**src/rtl/fir4_chan_sched.sv**
```systemverilog
// rtl/fir4_chan_sched.sv - shared 4-tap sum datapath, round-robin (FIR_SCHED_RR_EN) or fixed-priority channel grant
module fir4_chan_sched #(
    parameter int w   = 4,
    parameter int NCH = 4
) (
    input  logic                    clk,
    input  logic                    reset_n,
    input  logic [NCH-1:0]          in_valid,
    input  logic [NCH*w-1:0]        in_data,
    output logic [NCH-1:0]          in_ready,
    output logic                    out_valid,
    input  logic                    out_ready,
    output logic [$clog2(NCH)-1:0]  out_ch,
    output logic [w+1:0]            out_sum
);

    localparam int CW = $clog2(NCH);

    logic [w-1:0]   samples [NCH];
    logic [w-1:0]   hist    [NCH][4];
    logic [CW-1:0]  ptr;
    logic [CW-1:0]  gidx;
    logic [CW-1:0]  k;
    logic [NCH-1:0] pick;
    logic           hit;
    logic           stall;
    logic           xfer;
    logic [w-1:0]   sel_data;
    logic [w+1:0]   sum_next;

    // (base + off) mod NCH; both operands are below NCH so one subtraction suffices
    function automatic logic [CW-1:0] wrap_idx(input logic [CW-1:0] base, input int off);
        logic [CW:0] s;
        s = {1'b0, base} + (CW+1)'(off);
        if (s >= (CW+1)'(NCH)) begin
            s = s - (CW+1)'(NCH);
        end
        return s[CW-1:0];
    endfunction

    // Unpack the flat sample bus into one lane per channel
    always_comb begin
        for (int c = 0; c < NCH; c++) begin
            samples[c] = in_data[c*w +: w];
        end
    end

    // First valid channel searching upward from the pointer, wrapping at NCH
    always_comb begin
        pick = '0;
        gidx = '0;
        hit  = 1'b0;
        k    = '0;
        for (int i = 0; i < NCH; i++) begin
            k = wrap_idx(ptr, i);
            if (!hit && in_valid[k]) begin
                hit     = 1'b1;
                gidx    = k;
                pick[k] = 1'b1;
            end
        end
    end

    // A held result blocks every grant; otherwise the search result is the grant
    assign stall    = out_valid & ~out_ready;
    assign in_ready = stall ? '0 : pick;
    assign xfer     = hit & ~stall;

    assign sel_data = samples[gidx];
    assign sum_next = (w+2)'(sel_data)
                    + (w+2)'(hist[gidx][0])
                    + (w+2)'(hist[gidx][1])
                    + (w+2)'(hist[gidx][2]);

`ifdef FIR_SCHED_RR_EN
    // Pointer advances past the served channel, only on a transfer
    always_ff @(posedge clk or negedge reset_n) begin
        if (!reset_n) begin
            ptr <= '0;
        end else if (xfer) begin
            ptr <= wrap_idx(gidx, 1);
        end
    end
`else
    // Fixed priority: search always starts at channel 0
    assign ptr = '0;
`endif

    // Output register: load on transfer, drop valid when popped with nothing new
    always_ff @(posedge clk or negedge reset_n) begin
        if (!reset_n) begin
            out_valid <= 1'b0;
            out_ch    <= '0;
            out_sum   <= '0;
        end else if (xfer) begin
            out_valid <= 1'b1;
            out_ch    <= gidx;
            out_sum   <= sum_next;
        end else if (out_ready) begin
            out_valid <= 1'b0;
        end
    end

    // Per-channel tap history; only the granted channel shifts
    always_ff @(posedge clk or negedge reset_n) begin
        if (!reset_n) begin
            for (int c = 0; c < NCH; c++) begin
                for (int t = 0; t < 4; t++) begin
                    hist[c][t] <= '0;
                end
            end
        end else if (xfer) begin
            hist[gidx][0] <= sel_data;
            hist[gidx][1] <= hist[gidx][0];
            hist[gidx][2] <= hist[gidx][1];
            hist[gidx][3] <= hist[gidx][2];
        end
    end

endmodule

```
**config.mk**
```make
export PLATFORM = sky130hd
export DESIGN_NAME = fir4_chan_sched
export DESIGN_NICKNAME = d
export VERILOG_FILES = /design/src/rtl/fir4_chan_sched.sv
export SDC_FILE = /design/constraint.sdc
export NUM_CORES = 1
export LEC_CHECK = 0
export ABC_AREA = 1
export CAP_MARGIN = 10
export CELL_PAD_IN_SITES_DETAIL_PLACEMENT = 1
export CELL_PAD_IN_SITES_GLOBAL_PLACEMENT = 1
export CORE_MARGIN = 2
export CORE_UTILIZATION = 37
export DETAILED_ROUTE_END_ITERATION = 10
export PLACE_DENSITY_LB_ADDON = 0.1
export SETUP_SLACK_MARGIN = 0.5
export SYNTH_ARGS = -nofsm -noshare
export SYNTH_HDL_FRONTEND = slang
export SYNTH_SLANG_ARGS = --single-unit
```
**constraint.sdc**
```tcl
create_clock -name clk -period 2.65 [get_ports clk]
set_input_delay 0.53 -clock clk [delete_from_list [all_inputs] [get_ports clk]]
set_output_delay 0.53 -clock clk [all_outputs]
set_load 0.03 [all_outputs]
```
==> run metrics <==
Total Routing Usage GR=0.249; hold slack=0.324 ns; GPL Wtd Cong=0.857; WP data arrival=3.25 ns; Clock Skews=0.0140 ns; CTS tree=yes; Syn. warnings=0; Yosys cell types=27; Fillers=1158; Pre-antenna DRT Iters=4; Overall Power=3.87 mW; Residual DRC=0; Mapped Area=0.00342 mm²; Hold Violations, Final=0; largest net degree at the start of global routing=58; Slew Viols, Final=0; clk buf depth=2; violated checks=setup timing; Slew Limit Headroom=0.482; FMAX=0.331 GHz; Worst Hold Class=input port to async pin; Area Overhead vs Synth=38.4%; total negative slack=-1.33 ns; Reg clk slew, reported paths=0.07 ns; post-DP HPWL=8090 µm; Die Wd=100 µm; combinational fraction of design power=0.415; critical-path maximum fanout=6; CORE AREA=0.00911 mm²; Worst Tran Pin Value=0.777 ns; GRT Residual Overflow=0; vias in the first global route=3519; # IOs=36; dpl cells=641; first-pass GRT wire length=18700 µm; P_int=2.48 mW; largest vdd supply drop=0.321 mV; Total Wirelength=11900 µm; dpl ws=-1.34 ns; Post-Synthesis Net Count=503; Num CTS Buffers=9; Final period util=1.14; Pwr Density=817 mW/mm²; Setup crit start kind=input port; row count=35; Sink Count=57; Syn Area/Cell=7.31 µm²; Vert. Die Dim=100 µm; Hold Buf Count CTS=0; layout cell share with drive strength beyond 1=0.302; Layout Cells excl Fill=677; die area=0.0100 mm²; post-layout worst setup margin=-0.374 ns; Clk pwr share=0.266; final setup violation count=4; Seq/Total Area, Yosys=0.418; Mapped Cells=467; vias per cell=4.77; max-cap violations=0; PortBufs=35; outcome=finished with violations; CTS Root Cell=clkbuf_8; Sw Ratio=0.358; initial detailed-routing violation count=78; Diodes inserted=0; critical path endpoint category=register; via count=3232; leakage power=2.65 nW; Final #Nets=597; Flop pwr share=0.319; total net switching power=1.38 mW; htree depth=3; critical path required time=2.88 ns; crit path time final=3.02 ns; Clock Latency Late Sink=0.34 ns; WS Path Type=input port to register; FF+latch count, synth=57; final antenna-violating net count=0; antenna violations before repair=0; routed wire length per instance=17.5 µm; initial core utilization=0.375; RSZ-0062 raised after global routing=yes
[final timing paths]
| kind | cells after the start | to | from | slack (ns) |
|---|---|---|---|---|
| max in group asynchronous | 2 | hist[15]$_DFFE_PN0P_ | reset_n | 1.77 |
| max | 18 | out_sum[4]$_DFFE_PN0P_ | in_valid[1] | -0.37 |
| min | 2 | hist[12]$_DFFE_PN0P_ | reset_n | 0.32 |
| max reg2reg | 14 | out_sum[4]$_DFFE_PN0P_ | hist[10]$_DFFE_PN0P_ | -0.07 |
| min reg2reg | 2 | hist[6]$_DFFE_PN0P_ | hist[6]$_DFFE_PN0P_ | 0.48 |
| min in group clk | 2 | hist[6]$_DFFE_PN0P_ | hist[6]$_DFFE_PN0P_ | 0.48 |
[synth_stat cells]
library cell,number,area share
a21oi_1,2,0.0029
buf_12,1,0.0059
buf_2,9,0.013
buf_4,2,0.0044
buf_6,3,0.0099
clkbuf_1,1,0.0011
dfrtp_1,57,0.42
fa_1,8,0.047
ha_1,5,0.018
inv_1,61,0.067
inv_2,16,0.018
nand2_1,239,0.26
nand2_2,22,0.040
nand2_4,6,0.020
nand3_1,4,0.0059
nand3_4,1,0.0051
nand3b_1,1,0.0022
nand4_1,12,0.022
nor2_1,4,0.0044
nor2_4,1,0.0033
nor2_8,1,0.0059
o21ai_0,4,0.0059
o21ai_4,1,0.0048
o221ai_1,2,0.0051
o22ai_1,2,0.0037
or2_2,1,0.0018
xor2_1,1,0.0026
[repair_timing]
| item | CTS | global route |
|---|---|---|
| pin swaps | 19 | 16 |
| cloned | 1 | 0 |
| resized for setup | 53 | 18 |
| buffers inserted | 13 | 6 |
| setup endpoints to repair | 22 | 7 |
[worst max-delay path, stage by stage]
cell,delay (ns)
buf_12,0.12
nor2_8,0.14
buf_6,0.15
buf_12,0.12
nand4_1,0.07
nand2_1,0.09
inv_2,0.05
nand2_2,0.08
inv_2,0.05
fa_1,0.51
fa_1,0.55
inv_2,0.05
ha_4,0.22
a21oi_2,0.10
nand2_1,0.07
or2_4,0.23
nand3_2,0.05
nand2_1,0.05
[cell type report]
cell class | instances | area (µm²) | share of cell area
sequential | 57 | 1430 | 0.302
clock inverter | 6 | 105 | 0.0222
clock buffer | 10 | 138 | 0.0291
timing repair buffer | 98 | 878 | 0.186
inverter | 77 | 297 | 0.0627
tap | 111 | 139 | 0.0294
multi-input combinational | 318 | 1750 | 0.369
[cells by family after synthesis]
kind of cell	share of synthesized area
XOR/XNOR	0.00256
AO/OA/AOI/OAI	0.0223
AND/OR/NAND/NOR	0.373
buffers and inverters	0.119
adder cells (fa/ha/maj)	0.0652
flip-flops	0.418
[state kept, by name, summed over array words and instances, names as in the netlist]
register and cells:
hist 48, out_sum 6, out_ch 2, out_valid 1
[stage by stage]
stage | cell area [µm²] | util
CTS | 4630 | 0.509
floorplan | 3480 | -
global placement | 4170 | 0.458
finish | 4730 | 0.519
detailed placement | 4170 | 0.458
global route | 4730 | 0.519
[power groups by stage]
| stage | combinational [mW] | sequential, mW | clock (mW) |
|---|---|---|---|
| finish | 1.61 | 1.23 | 1.03 |
| global route | 1.80 | 1.26 | 1.10 |
| CTS | 1.57 | 1.23 | 1.06 |
| detailed placement | 1.46 | 1.24 | 0 |
| global placement | 1.42 | 1.24 | 0 |
| floorplan | 0.842 | 1.30 | 0 |
[cell usage in the layout, fill, tap and decap left out, types with 2 or more instances in the layout]
cell type and count:
buf_8 3, nand2_8 3, nor2_1 3, nand2_1 226, fa_1 6, inv_2 24, clkbuf_8 10, buf_6 6
buf_12 3, fa_2 2, bufinv_16 3, nand4_1 12, o21ai_1 2, ha_1 2, clkdlybuf4s50_1 26, nand2_2 31
clkinv_2 3, dfrtp_1 57, buf_2 2, nand3_1 3, nand2_4 8, inv_1 52, buf_4 58, ha_4 3
[per-layer routing]
metal / vias to the layer above / global-route usage / part of all wire
met1: 1590 / 0.317 / 0.43
met5: - / 0 / 0
met2: 62 / 0.429 / 0.50
met3: 18 / 0.0501 / 0.049
li1: 1562 / - / -
met4: 0 / 0.0759 / 0.019
Power figures use the tool's default switching activity.
